<file path="src/rtl/delay_commutator.sv">
// Radix-2 MDC delay commutator: lower-input delay, counter-driven switch/bypass
// exchange and upper-output delay, all advancing only on valid input samples.
module delay_commutator #(
  parameter int unsigned D = 8,
  parameter int unsigned W = 12
) (
  input  logic         clk,
  input  logic         rst,
  input  logic         in_valid,
  input  logic [W-1:0] UI_real,
  input  logic [W-1:0] UI_imag,
  input  logic [W-1:0] LI_real,
  input  logic [W-1:0] LI_imag,
  output logic         out_valid,
  output logic [W-1:0] UO_real,
  output logic [W-1:0] UO_imag,
  output logic [W-1:0] LO_real,
  output logic [W-1:0] LO_imag
);

  localparam int unsigned CW = $clog2(D) + 1;
  localparam int unsigned XW = 2 * W;

  logic [XW-1:0] l_dly [D];
  logic [XW-1:0] u_dly [D];
  logic [CW-1:0] cnt;
  logic [CW-1:0] fill;

  logic [XW-1:0] ui_c;
  logic [XW-1:0] ld_c;
  logic [XW-1:0] a_c;
  logic [XW-1:0] b_c;
  logic          swap_c;

  // Switch decision uses the phase count before this sample's increment.
  always_comb begin
    ui_c   = {UI_real, UI_imag};
    ld_c   = l_dly[D-1];
    swap_c = (cnt >= CW'(D));
    a_c    = swap_c ? ld_c : ui_c;
    b_c    = swap_c ? ui_c : ld_c;
  end

  always_ff @(posedge clk) begin
    if (rst) begin
      for (int unsigned i = 0; i < D; i++) begin
        l_dly[i] <= '0;
        u_dly[i] <= '0;
      end
      cnt       <= '0;
      fill      <= '0;
      out_valid <= 1'b0;
      UO_real   <= '0;
      UO_imag   <= '0;
      LO_real   <= '0;
      LO_imag   <= '0;
    end else if (in_valid) begin
      for (int unsigned i = 1; i < D; i++) begin
        l_dly[i] <= l_dly[i-1];
        u_dly[i] <= u_dly[i-1];
      end
      l_dly[0]  <= {LI_real, LI_imag};
      u_dly[0]  <= a_c;
      // Counter is exactly wide enough for 2D states, so it wraps naturally.
      cnt       <= cnt + CW'(1);
      fill      <= (fill == CW'(D)) ? fill : fill + CW'(1);
      out_valid <= (fill == CW'(D));
      {UO_real, UO_imag} <= u_dly[D-1];
      {LO_real, LO_imag} <= b_c;
    end else begin
      out_valid <= 1'b0;
    end
  end

endmodule

</file>
<file path="config.mk">
export PLATFORM = sky130hd
export DESIGN_NAME = delay_commutator
export DESIGN_NICKNAME = d
export VERILOG_FILES = /design/src/rtl/delay_commutator.sv
export SDC_FILE = /design/constraint.sdc
export NUM_CORES = 1
export LEC_CHECK = 0
export BUFFER_PORTS_ARGS = -buffer_cell sky130_fd_sc_hd__buf_2
export CAP_MARGIN = 20
export CORE_ASPECT_RATIO = 1.75
export CORE_UTILIZATION = 45
export DETAILED_ROUTE_END_ITERATION = 12
export GPL_TIMING_DRIVEN = 1
export HOLD_SLACK_MARGIN = 0.08
export MAX_ROUTING_LAYER = met4
export PLACE_DENSITY = 0.62
export SLEW_MARGIN = 20
export SYNTH_ARGS = -nofsm -noshare
export SYNTH_HDL_FRONTEND = slang
export SYNTH_SLANG_ARGS = --single-unit
</file>
<file path="constraint.sdc">
create_clock -name clk -period 7.1 [get_ports clk]
set_input_delay 1.42 -clock clk [delete_from_list [all_inputs] [get_ports clk]]
set_output_delay 1.42 -clock clk [all_outputs]
set_load 0.01 [all_outputs]
</file>
[Word level (Yosys, flattened, before mapping)]
Memory sizes are Yosys's and may differ from the RTL's. A register that Yosys moved wholly into a read port is not among the register bits.
Cells that the tools add are included.
Storage, ports and cells
  register bits: 33
  bits of input ports: 51
  memories kept: 2
  RAM bits: 384
  word-level logic and storage cells: 54
  output and inout bits: 49
Memories
  l_dly: depth 8, bits a word 24, rd ports 8, clocked after memory_dff 0, wr ports 8, line 24  | logic [XW-1:0] l_dly [D];
  u_dly: depth 8, bits a word 24, rd ports 8, clocked after memory_dff 1, wr ports 8, line 25  | logic [XW-1:0] u_dly [D];
Cells by class
  bitwise operators: 18
  reduce and logical (&&, ||, !) cells: 2
  muxes and demuxes: 23
  add/sub/neg operators: 2
  eq/ne operators: 1
  $lt $le $gt $ge: 1
Operator list (number)
  two-way mux 24 bit: 18
  OR 1 bit: 16
  adder 4 x 1 -> 4 bit, second input constant: 2
  two-way mux 1 bit: 5
  equality test 4 bit, second input constant: 1
  >= comparator 4 bit, second input constant: 1
  NOT 1 bit: 2
  AND reduction 2 bit: 1
  OR reduction 2 bit: 1

[Longest topological paths before layout]
Gate-level depths: netlist of run 1.
  depth in word-level cells: 4
  gate-level depth with buffers: 5
  mapped depth without buffers: 5

[Worst setup path after synthesis of run 1]
OpenSTA, ideal clock, no wires.
  path kind: input to register
  start point: in in_valid
  end point: mem l_dly[0][0] (netlist name) (enable)
  arrival time: 5.248 ns
  path slack: 1.321 ns
  buffers on the path: 2
  required time: 6.570 ns
  library setup time: 0.530 ns
  cell stages on the path: 3
  cells stage by stage: buf_4 -> buf_2 -> or2_2
RTL lines
  start, declared: line 9  | input logic in_valid,
  end, declared: line 24

==> flow_metrics.tcl, run 1 <==
set metrics [dict create \
    layout_common_cells "edfxtp_1, and2_1, nor2_1, mux2i_1, dfxtp_1" \
    cp-end-kind "flip-flop" \
    syn_area_mm2 0.0166 \
    p_leak_nw 7.51 \
    final_antenna_net_count 0 \
    rsz0062_at_grt "no" \
    clk_latency_ns 0.52 \
    clk_pin_slew_ns 0.07 \
    vdd_drop_max_mv 0.193 \
    hold_buffers 0 \
    nets 1308 \
    final_area_mm2 0.0187 \
    cts-root-buf "clkbuf_16" \
    cts_max_path_buffers 3 \
    dpl.hpwl_um 13400 \
    hp-class "flip-flop to flip-flop" \
    holdCritStartpoint "u_dly[5][17]$_SDFFCE_PN0P_" \
    ctsResizeCount 0 \
    synth_ff_type "edfxtp_1" \
    finalHoldViolations 0 \
    fmax_mhz 278 \
    synth_cell_types 27 \
    die_h_um 256 \
    stdcell_count 1759 \
    viasPerCell 4.73 \
    drc 0 \
    cts_max_level 2 \
    grt_max_degree 106 \
    crit_fanout 81 \
    finalWirelength_um 24200 \
    synth_seq_cells 441 \
    maxSlewHeadroom 0.299 \
    grt_pass1_vias 8141 \
    syn_avg_cell_area_um2 14.1 \
    synthToLayoutAreaGrowth_pct 12.6 \
    cts.sinks 441 \
    crit_path_start_kind "input pin" \
    period_needed_ns 3.59 \
    required_ns 7.25 \
    cap_violations 0 \
    start_util 0.459 \
    worst_slew_pin_slew_ns 1.05 \
    skew_ns 0.00836 \
    die_x_um 147 \
    outcome "completed" \
    final_common_cell "edfxtp_1" \
    cp-endpoint "l_dly[0][50]$_SDFFCE_PN0P_" \
    port_buffers 99 \
    ys_seq_area_frac 0.707 \
    power_density_mw_per_mm2 287 \
    grt.overflow.total 0 \
    arrival_ns 3.74 \
    reg2reg_from "cnt[3]$_SDFFE_PP0P_" \
    period_share 0.506 \
    drtIter0Drc 461 \
    crit_type "input pin to flip-flop" \
    async_flop_share 0 \
    route.detailed.wl_per_inst_um 13.8 \
    crit_start "rst" \
    drive_gt1_frac 0.133 \
    cts_made_buffers 40 \
    yosysWarningCount 0 \
    gp_congestion 0.682 \
    total_power_mw 5.35 \
    antenna_found_initial 5 \
    fp.coreArea_mm2 0.0361 \
    reg2reg_to "u_dly[0][20]$_SDFFCE_PN0P_" \
    die-area_mm2 0.0376 \
    grt_usage 0.134 \
    cts_setup_buffers 0 \
    place_inst 1681 \
    placed_cell_area_mm2 0.0173 \
    ioPinCount 100 \
    finalSetupViolations 0 \
    holdWs_ns 0.480 \
    num_vias 8320 \
    drtPass1Iterations 6 \
    rows 92 \
    worst_r2r_path_depth 3 \
    grt_first_pass_wirelength_um 39800 \
    syn-num-nets 1232 \
    slew_violations 0 \
    cts_tree "done" \
    synth_cells 1177 \
    tns_ns 0 \
    reg2reg_slack_ns 5.40 \
    synth_enable_flop_cells 288 \
]
==> per-stage QoR <==
stage,worst slack (ns),utilization
floorplan,1.32,-
global placement,3.03,0.478
detailed placement,2.97,0.478
CTS,3.53,0.516
global route,3.35,0.516
finish,3.51,0.516
==> worst min-delay path by stage <==
stage / cells after the start / end
after detailed placement: 2 / u_dly[6][3]$_SDFFE_PP0P_
final: 2 / u_dly[6][17]$_SDFFE_PP0P_
after global routing: 2 / u_dly[6][0]$_SDFFE_PP0P_
after CTS: 2 / LO_imag[2]$_SDFFE_PP0P_
after global placement: 2 / u_dly[6][4]$_SDFFE_PP0P_
after floorplan: 2 / fill[2]$_SDFFE_PP0P_
==> routing by layer <==
metal	part of all wire	track usage	vias up
li1	-	-	4200
met1	0.43	0.152	3952
met2	0.50	0.227	121
met3	0.046	0.0339	47
met4	0.027	0.0501	0
met5	0	-	-
==> worst max-delay path: stages <==
cell and delay [ns]:
buf_4 0.60, or2_4 0.84, buf_4 0.77
==> power breakdown <==
group          internal, mW  switching [mW]
clock                  1.33           0.893
sequential             2.87          0.0372
combinational        0.0831           0.131
==> final cells by class <==
type	instances	area, um2
inverters	4	15.0
fillers	3061	17500
repair buffers	109	594
diodes	6	15.0
clock inverters	18	238
multi-input cells	657	4370
clock buffers	54	1130
well taps	470	588
flip-flops and latches	441	11700
==> synth_stat cells (all sizes together), types with 2 or more instances <==
| library cell | number | share of area |
|---|---|---|
| buf | 34 | 0.018 |
| xor2 | 3 | 0.0016 |
| nor2 | 175 | 0.040 |
| mux2i | 169 | 0.10 |
| a211oi | 24 | 0.011 |
| nand4 | 2 | 0.00075 |
| and2 | 265 | 0.10 |
| inv | 4 | 0.00091 |
| clkbuf | 41 | 0.011 |
| nand2b | 2 | 0.00075 |
| nand2 | 3 | 0.00068 |
| dfxtp | 153 | 0.18 |
| ha | 4 | 0.0030 |
| edfxtp | 288 | 0.52 |
==> cells by family (layout without fill, tap and decap cells) <==
kind of cell,count (synthesis),count (layout),synth area share
multiplexers,169,169,0.102
XOR/XNOR,4,4,0.00211
AO/OA/AOI/OAI,27,27,0.0119
adder cells (fa/ha/maj),4,4,0.00302
other,0,6,0
flip-flops,441,441,0.707
buffers and inverters,79,185,0.0297
AND/OR/NAND/NOR,453,453,0.145
==> state kept, by name, indices dropped and copies added, names as in the netlist <==
signal / flops
l_dly: 192
u_dly: 192
LO_imag: 12
LO_real: 12
UO_imag: 12
UO_real: 12
cnt: 4
fill: 4
out_valid: 1
No activity file was read; power rests on OpenSTA's default activity.
==> inputs of run 2 (changes only) <==
==> constraint.sdc (replaced) <==
create_clock -name clk -period 3.7 [get_ports clk]
set_input_delay 0.74 -clock clk [delete_from_list [all_inputs] [get_ports clk]]
set_output_delay 0.74 -clock clk [all_outputs]
set_load 0.01 [all_outputs]
==> run 2 against run 1 <==
Clock power up 74%. Core utilization shrank 0.076 points. Sequential power up 92%. Via count up 1.0%. Register-to-register slack got worse by 3.4 ns. Critical path depth unchanged. Sequential share of layout area is 0.093 points higher. Routed wire length down 1.2%. Combinational power grew 98%. Global-route usage is 0.10 points lower. Final cell count rose by 0.45%. Flip-flop and latch count stayed put. Critical endpoint is now l_dly[0][61]$_SDFFCE_PN0P_. Largest power group unchanged.
==> flow_metrics.tcl, run 2 (same netlist as run 1, synthesis figures left out) <==
set metrics [dict create \
    outcome "completed" \
    clk_latency_ns 0.53 \
    start_util 0.459 \
    ctsResizeCount 0 \
    dpl.hpwl_um 13800 \
    antenna_found_initial 7 \
    stdcell_count 1767 \
    finalHoldViolations 0 \
    hold_buffers 0 \
    required_ns 3.90 \
    critical-path-max-stage-delay_ns 0.60 \
    cp_slowest_cell "or2_4" \
    reg2reg_from "cnt[3]$_SDFFE_PP0P_" \
    grt_first_pass_wirelength_um 39400 \
    tns_ns 0 \
    num_vias 8407 \
    power_density_mw_per_mm2 530 \
    seq_power_share 0.565 \
    switching_share 0.207 \
    port_buffers 99 \
    placed_cell_area_mm2 0.0174 \
    critPathTopFamily "buffers and inverters" \
    cts-root-buf "clkbuf_16" \
    slew_violations 0 \
    ioPinCount 100 \
    layout_common_cells "edfxtp_1, and2_1, nor2_1, mux2i_1, dfxtp_1" \
    cts.sinks 441 \
    cp.depth 3 \
    grt.overflow.total 0 \
    p_leak_nw 7.51 \
    hp-class "flip-flop to flip-flop" \
    cts_max_path_buffers 3 \
    cts_max_level 2 \
    drtIter0Drc 390 \
    p_int_mw 7.83 \
    final_area_mm2 0.0186 \
    cp-end-kind "flip-flop" \
    path_cells "clkbuf_8 > or2_4 > buf_4" \
    ff_latch_area_mm2 0.0117 \
    crit_type "input pin to flip-flop" \
    drc 0 \
    crit_fanout 40 \
    reg2reg_to "u_dly[0][5]$_SDFFCE_PN0P_" \
    finalWirelength_um 23900 \
    arrival_ns 2.04 \
    cts_made_buffers 41 \
    cts_setup_buffers 0 \
    p_sw_mw 2.05 \
    die_x_um 147 \
    drtPass1Iterations 4 \
    drive_gt1_frac 0.137 \
    path_buf_inv 2 \
    die-area_mm2 0.0376 \
    rows 92 \
    final_antenna_net_count 0 \
    skew_ns 0.00931 \
    final_common_cell "edfxtp_1" \
    fmax_mhz 544 \
    synthToLayoutAreaGrowth_pct 12.4 \
    vdd_drop_max_mv 0.380 \
    reg2reg_slack_ns 1.97 \
    crit_start "in_valid" \
    fillers 3116 \
    gp_congestion 0.767 \
    combPwrFrac 0.043 \
    grt_max_degree 173 \
    period_share 0.497 \
    nets 1314 \
    viasPerCell 4.76 \
    die_h_um 256 \
    grt_usage 0.133 \
    period_needed_ns 1.84 \
    maxSlewHeadroom 0.374 \
    worst_slew_pin_slew_ns 0.939 \
    power.share.clock 0.392 \
    rsz0062_at_grt "no" \
    worst_r2r_path_depth 3 \
    clk_pin_slew_ns 0.07 \
    cap_violations 0 \
    top_regs "l_dly (192), u_dly (192)" \
    cts_tree "done" \
    place_inst 1686 \
    crit_path_start_kind "input pin" \
    cp-endpoint "l_dly[0][61]$_SDFFCE_PN0P_" \
    multi_input_area_mm2 0.00437 \
    route.detailed.wl_per_inst_um 13.5 \
    fp.coreArea_mm2 0.0361 \
    finalSetupViolations 0 \
    grt_pass1_vias 8077 \
]
run 2: cell count changes in the layout (fill, tap and decap cells not counted), sizes merged:
cell | before | now
buf | 108 | 113
bufinv | 6 | 0
clkbuf | 55 | 57
clkinv | 10 | 14
diode | 6 | 8
inv | 5 | 6
run 2: how the worst min path moves through the flow:
stage,start,end,cells past startpoint
6_report,l_dly[0][128]$_SDFFCE_PN0P_,l_dly[0][152]$_SDFFE_PP0P_,2
2_1_floorplan,fill[2]$_SDFFE_PP0P_,fill[2]$_SDFFE_PP0P_,2
5_1_grt,LI_real[8],l_dly[0][20]$_SDFFCE_PN0P_,2
4_1_cts,LI_imag[11],l_dly[0][11]$_SDFFCE_PN0P_,2
3_5_place_dp,l_dly[0][134]$_SDFFCE_PN0P_,l_dly[0][158]$_SDFFE_PP0P_,2
3_3_place_gp,l_dly[0][140]$_SDFFCE_PN0P_,l_dly[0][164]$_SDFFE_PP0P_,2
run 2: area by class of cell:
type                            instances  share of cell area
Sequential cell                       441               0.628
Multi-Input combinational cell        657               0.235
Clock buffer                           56              0.0608
Timing Repair Buffer                  114              0.0379
Tap cell                              470              0.0316
Clock inverter                         17             0.00470
Antenna cell                            8             0.00107
Inverter                                4            0.000806
run 2: tightest hold or removal path, delay by kind of cell, from the launching register on:
kind,cells,cell delay [ns]
flops,1,0.32
simple gates,1,0.07
mux,1,0.06
run 2: power by group through the flow:
stage	clock, mW	combinational, mW	sequential, mW
global route	4.18	0.475	5.61
CTS	4.02	0.437	5.59
floorplan	0	0.315	5.68
detailed placement	0	0.436	5.69
finish	3.87	0.424	5.58
global placement	0	0.423	5.68
run 2: metal layers:
layer | vias up | track usage | wire length (um)
li1 | 4213 | - | -
met1 | 4015 | 0.153 | 10300
met2 | 125 | 0.221 | 11700
met3 | 54 | 0.0340 | 1200
met4 | 0 | 0.0530 | 716
met5 | - | - | 0
run 2: per-stage QoR:
stage          total power, mW  hold WS (ns)  setup slack (ns)   util
5_1_grt                   10.3         0.469              1.76  0.516
3_3_place_gp              6.11         0.462              1.32  0.481
2_1_floorplan             6.00         0.453            0.0620      -
3_5_place_dp              6.13         0.472              1.29  0.481
6_report                  9.88         0.478              1.86  0.516
4_1_cts                   10.0         0.455              1.81  0.515
